--- src/rtl/mem_port_arbiter.sv ---
// mem_port_arbiter: N-requester arbiter onto one registered memory port with in-order read responses.
// Define MEM_ARB_FIXED_PRIO_EN for fixed lowest-index priority instead of round-robin.
module mem_port_arbiter #(
  parameter int N_REQ  = 3,
  parameter int ADDR_W = 6,
  parameter int DATA_W = 14,
  parameter int RD_LAT = 2
) (
  input  logic                     clk,
  input  logic                     rst_n,
  input  logic [N_REQ-1:0]         req_valid,
  output logic [N_REQ-1:0]         req_ready,
  input  logic [N_REQ-1:0]         req_we,
  input  logic [N_REQ*ADDR_W-1:0]  req_addr,
  input  logic [N_REQ*DATA_W-1:0]  req_wdata,
  output logic [N_REQ-1:0]         rsp_valid,
  output logic [DATA_W-1:0]        rsp_rdata,
  output logic [ADDR_W-1:0]        mem_addr,
  output logic                     mem_we,
  output logic [DATA_W-1:0]        mem_wdata,
  input  logic [DATA_W-1:0]        mem_rdata
);
  logic [N_REQ-1:0] gnt;
  logic [N_REQ-1:0] tag_id [RD_LAT+1];
  logic [RD_LAT:0]  tag_rd;
  int               gi;
`ifdef MEM_ARB_FIXED_PRIO_EN
  always_comb begin
    gi = -1;
    for (int k = N_REQ - 1; k >= 0; k--)
      if (req_valid[k]) gi = k;
  end
`else
  localparam int PW = $clog2(N_REQ);
  logic [PW-1:0] ptr;
  // search starts just after the last granted requester, wrapping
  always_comb begin
    gi = -1;
    for (int k = 1; k <= N_REQ; k++)
      if (gi < 0 && req_valid[(int'(ptr) + k) % N_REQ]) gi = (int'(ptr) + k) % N_REQ;
  end
  always_ff @(posedge clk)
    if (!rst_n) ptr <= PW'(N_REQ - 1);
    else if (gi >= 0) ptr <= PW'(gi);
`endif
  always_comb begin
    gnt = '0;
    if (gi >= 0) gnt[gi] = 1'b1;
  end
  assign req_ready = rst_n ? gnt : '0;
  always_ff @(posedge clk) begin
    if (!rst_n) begin
      mem_we    <= 1'b0;
      mem_addr  <= '0;
      mem_wdata <= '0;
      tag_rd    <= '0;
      for (int s = 0; s <= RD_LAT; s++) tag_id[s] <= '0;
    end else begin
      mem_we    <= gi >= 0 ? req_we[gi] : 1'b0;
      if (gi >= 0) begin
        mem_addr  <= req_addr[gi*ADDR_W +: ADDR_W];
        mem_wdata <= req_wdata[gi*DATA_W +: DATA_W];
      end
      tag_id[0] <= gnt;
      tag_rd[0] <= gi >= 0 ? !req_we[gi] : 1'b0;
      for (int s = 1; s <= RD_LAT; s++) begin
        tag_id[s] <= tag_id[s-1];
        tag_rd[s] <= tag_rd[s-1];
      end
    end
  end
  // last stage lines up with mem_rdata for the access issued RD_LAT cycles earlier
  assign rsp_valid = tag_rd[RD_LAT] ? tag_id[RD_LAT] : '0;
  assign rsp_rdata = tag_rd[RD_LAT] ? mem_rdata : '0;
endmodule

--- config.mk ---
export PLATFORM = sky130hd
export DESIGN_NAME = mem_port_arbiter
export DESIGN_NICKNAME = d
export VERILOG_FILES = /design/src/rtl/mem_port_arbiter.sv
export SDC_FILE = /design/constraint.sdc
export NUM_CORES = 1
export LEC_CHECK = 0
export BUFFER_PORTS_ARGS = -buffer_cell sky130_fd_sc_hd__buf_4
export CAP_MARGIN = 20
export CORE_MARGIN = 1
export CORE_UTILIZATION = 58
export DETAILED_ROUTE_END_ITERATION = 10
export PLACE_DENSITY = 0.86
export SYNTH_ARGS = -nofsm -noshare
export SYNTH_HDL_FRONTEND = slang
export SYNTH_SLANG_ARGS = --single-unit
--- constraint.sdc ---
create_clock -name clk -period 11.3 [get_ports clk]
set_input_delay 0.565 -clock clk [delete_from_list [all_inputs] [get_ports clk]]
set_output_delay 0.565 -clock clk [all_outputs]
set_load 0.1 [all_outputs]
==> flow_metrics.tcl <==
set metrics [dict create \
    status "finished, final reports clean" \
    timing.rr.end "mem_wdata[2]$_SDFFE_PN0N_" \
    worst_slew_margin_rel_pct 29.2 \
    worst_path_most_repeated_cell "ha_1" \
    rows 33 \
    synth-seq-cells 35 \
    cpPeakStageDelay_ns 0.89 \
    die_width_um 95.5 \
    r2r_start "ptr[1]$_SDFFE_PN1N_" \
    setup_viol 0 \
    grt_pass1_wl_um 25300 \
    synth_top_area_share_pct 15.5 \
    drv_cap 0 \
    start_util_pct 60.8 \
    place.port_buffers 122 \
    period_share_pct 70.2 \
    dieArea_um2 9120 \
    grt_usage_pct 36.6 \
    drive_gt1_share_pct 27.3 \
    tritoncts "yes" \
    fin_crit_ns 7.93 \
    area_growth_pct 20.4 \
    numCtsBuffers 5 \
    post-cts-setup-buffers 0 \
    syn_avg_cell_area_um2 8.42 \
    cpMaxStageDelayCell "nor4_1" \
    routed_wl_um 16500 \
    clock-root-buffer "clkbuf_8" \
    grt_start_max_net_pins 72 \
    yosysWarnings 0 \
    cp_cell_sequence "inv_1 -> ha_1 -> nand3b_1 -> ha_1 -> o21bai_1 -> o211a_1 -> or4b_4 -> o31ai_4 -> buf_4 -> inv_6 -> ha_1 -> xnor2_1 -> inv_2 -> ha_1 -> inv_1 -> fa_1 -> buf_4 -> inv_1 -> nand2_1 -> nor4_1 -> and2_1 -> a31oi_1 -> a31oi_1" \
    syn_nets 716 \
    antenna_found_initial 0 \
    r2r_cells 23 \
    synth_async_sr_flop_share_pct 0 \
    dpl.hpwl_um 12400 \
    grt_setup_unrepaired "false" \
    final_cells 801 \
    fmax_ghz 0.126 \
    rrSetupSlack_ns 3.37 \
    fin_nets 809 \
    tightest_slew_ns 1.05 \
    hold_viol 0 \
    crit_fanout 71 \
    clk_path_buf_depth 2 \
    place.gp.congestion 1.00 \
    drc 0 \
    synth.distinct_cells 71 \
    worst_clock_skew_ns 0.00423 \
    post-synth-top-count-cell "nand2_1" \
    drtIter0Drc 515 \
    synth_cells 602 \
    critPathKind "flip-flop to flip-flop" \
    hold_path_startpoint "tag_id[0][1]$_SDFF_PN0_" \
    numClockSinks 35 \
    netlist_area_um2 5070 \
    post-route-util_pct 73.2 \
    startpoint_type "flip-flop" \
    antenna_left 0 \
    clk-insertion-delay-late_ns 0.29 \
    firstDrtPassIters 6 \
    cp_data_required_time_ns 11.52 \
    die_h_um 95.5 \
    crit_path_end_kind "flip-flop" \
    antenna_cells 0 \
    placed_area_um2 5990 \
    grt_pass1_vias 4837 \
    clk_pin_slew_worst_paths_ns 0.08 \
    dp_cells 793 \
    grt_overflow 0 \
    fin_setup_tns_ns 0 \
    ys_dominant_reg_cell "dfxtp_1" \
    holdPathStages 1 \
    finish.instance_area_um2 6100 \
    htree_levels 2 \
    yosysSeqAreaShare_pct 13.8 \
    worstPathArrival_ns 8.16 \
    synthTopCellsByCount "nand2_1 (67), mux2i_1 (65), and2_1 (38)" \
    synth_edf_count 0 \
    yosysTopAreaCell "mux4_2" \
    hold_end "tag_id[0][4]$_SDFF_PN0_" \
    fp.coreArea_um2 8340 \
    maxSlewViolCount 0 \
    cts_hold_buf 0 \
    io_pins 123 \
    wl_per_cell_um 20.6 \
    netlist_top_cells_area "mux4_2 (16%), dfxtp_1 (14%), mux2i_1 (13%)" \
    viasPerCell 6.69 \
    vias 5355 \
    cts_resized 0 \
    hp-class "flip-flop to flip-flop" \
]
==> layout make-up <==
cell class / count / area [um2]
multi-input combinational: 497 / 4080
clock inverter: 2 / 35.0
fill: 643 / 2240
clock buffer: 6 / 82.6
sequential: 35 / 701
timing repair buffer: 128 / 961
tap: 105 / 131
inverter: 28 / 110
==> placed cells by master (no fill, tap or decap), drive strengths merged, types with 4 or more instances in the layout <==
cell and instances:
a211o 5, a211oi 5, a21oi 27, a221oi 4, a22oi 6, a31oi 9, and2 38, and3 7
buf 128, clkbuf 6, dfxtp 35, fa 4, ha 28, inv 28, mux2 8, mux2i 65
mux4 35, nand2 67, nand2b 5, nand3 21, nand4 6, nor2 23, nor2b 4, nor3 11
o211ai 6, o21ai 34, o22ai 9, o31ai 6, or4 4, xnor2 7
==> worst max-delay path, delay by kind of cell, from the launching register on <==
family | cells | cell delay (ns)
adders and majority gates | 5 | 1.97
and+or+nand+nor | 5 | 2.06
buffers and inverters | 7 | 1.70
xor gates and xnor gates | 1 | 0.85
AOI/OAI and AO/OA | 5 | 0.74
DFF | 1 | 0.47
==> state kept, by name, indices dropped and copies added (netlist names) <==
name       count
mem_addr       6
ptr            2
tag_rd         3
tag_id         9
mem_we         1
mem_wdata     14
==> cells by family after synthesis <==
logic type / count (synthesis) / share of synthesized area (%)
multiplexers: 108 / 30.2
adder cells (fa/ha/maj): 32 / 8.49
buffers and inverters: 70 / 6.09
XOR/XNOR: 10 / 1.73
AO/OA/AOI/OAI: 148 / 19.9
flip-flops: 35 / 13.8
AND/OR/NAND/NOR: 199 / 19.8
==> worst max-delay path by stage <==
stage	from	slack (ns)	endpoint
after floorplan	ptr[1]$_SDFFE_PN1N_	5.00	mem_wdata[7]$_SDFFE_PN0N_
after global placement	ptr[1]$_SDFFE_PN1N_	3.79	mem_wdata[2]$_SDFFE_PN0N_
after detailed placement	ptr[1]$_SDFFE_PN1N_	3.54	mem_wdata[2]$_SDFFE_PN0N_
after CTS	ptr[1]$_SDFFE_PN1N_	3.45	mem_wdata[2]$_SDFFE_PN0N_
after global routing	ptr[1]$_SDFFE_PN1N_	2.89	mem_wdata[2]$_SDFFE_PN0N_
final	ptr[1]$_SDFFE_PN1N_	3.37	mem_wdata[2]$_SDFFE_PN0N_
==> through the flow <==
| step | worst slack (ns) | hold WS (ns) |
|---|---|---|
| 3_3_place_gp | 3.79 | 0.413 |
| 6_report | 3.37 | 0.438 |
| 2_1_floorplan | 5.00 | 0.412 |
| 3_5_place_dp | 3.54 | 0.420 |
| 4_1_cts | 3.45 | 0.439 |
| 5_1_grt | 2.89 | 0.446 |
==> per-layer routing <==
metal  GRT usage, %  part of all wire, %  wire [um]
met1           48.9                   40       6650
met2           59.4                   47       7720
met3           4.23                  9.7       1600
met4           16.3                  3.1        508
met5              0                    0          0
Power is left out: the tool's default activity adds up to more than one toggle a clock period on the data nets, which glitch-free logic cannot reach.
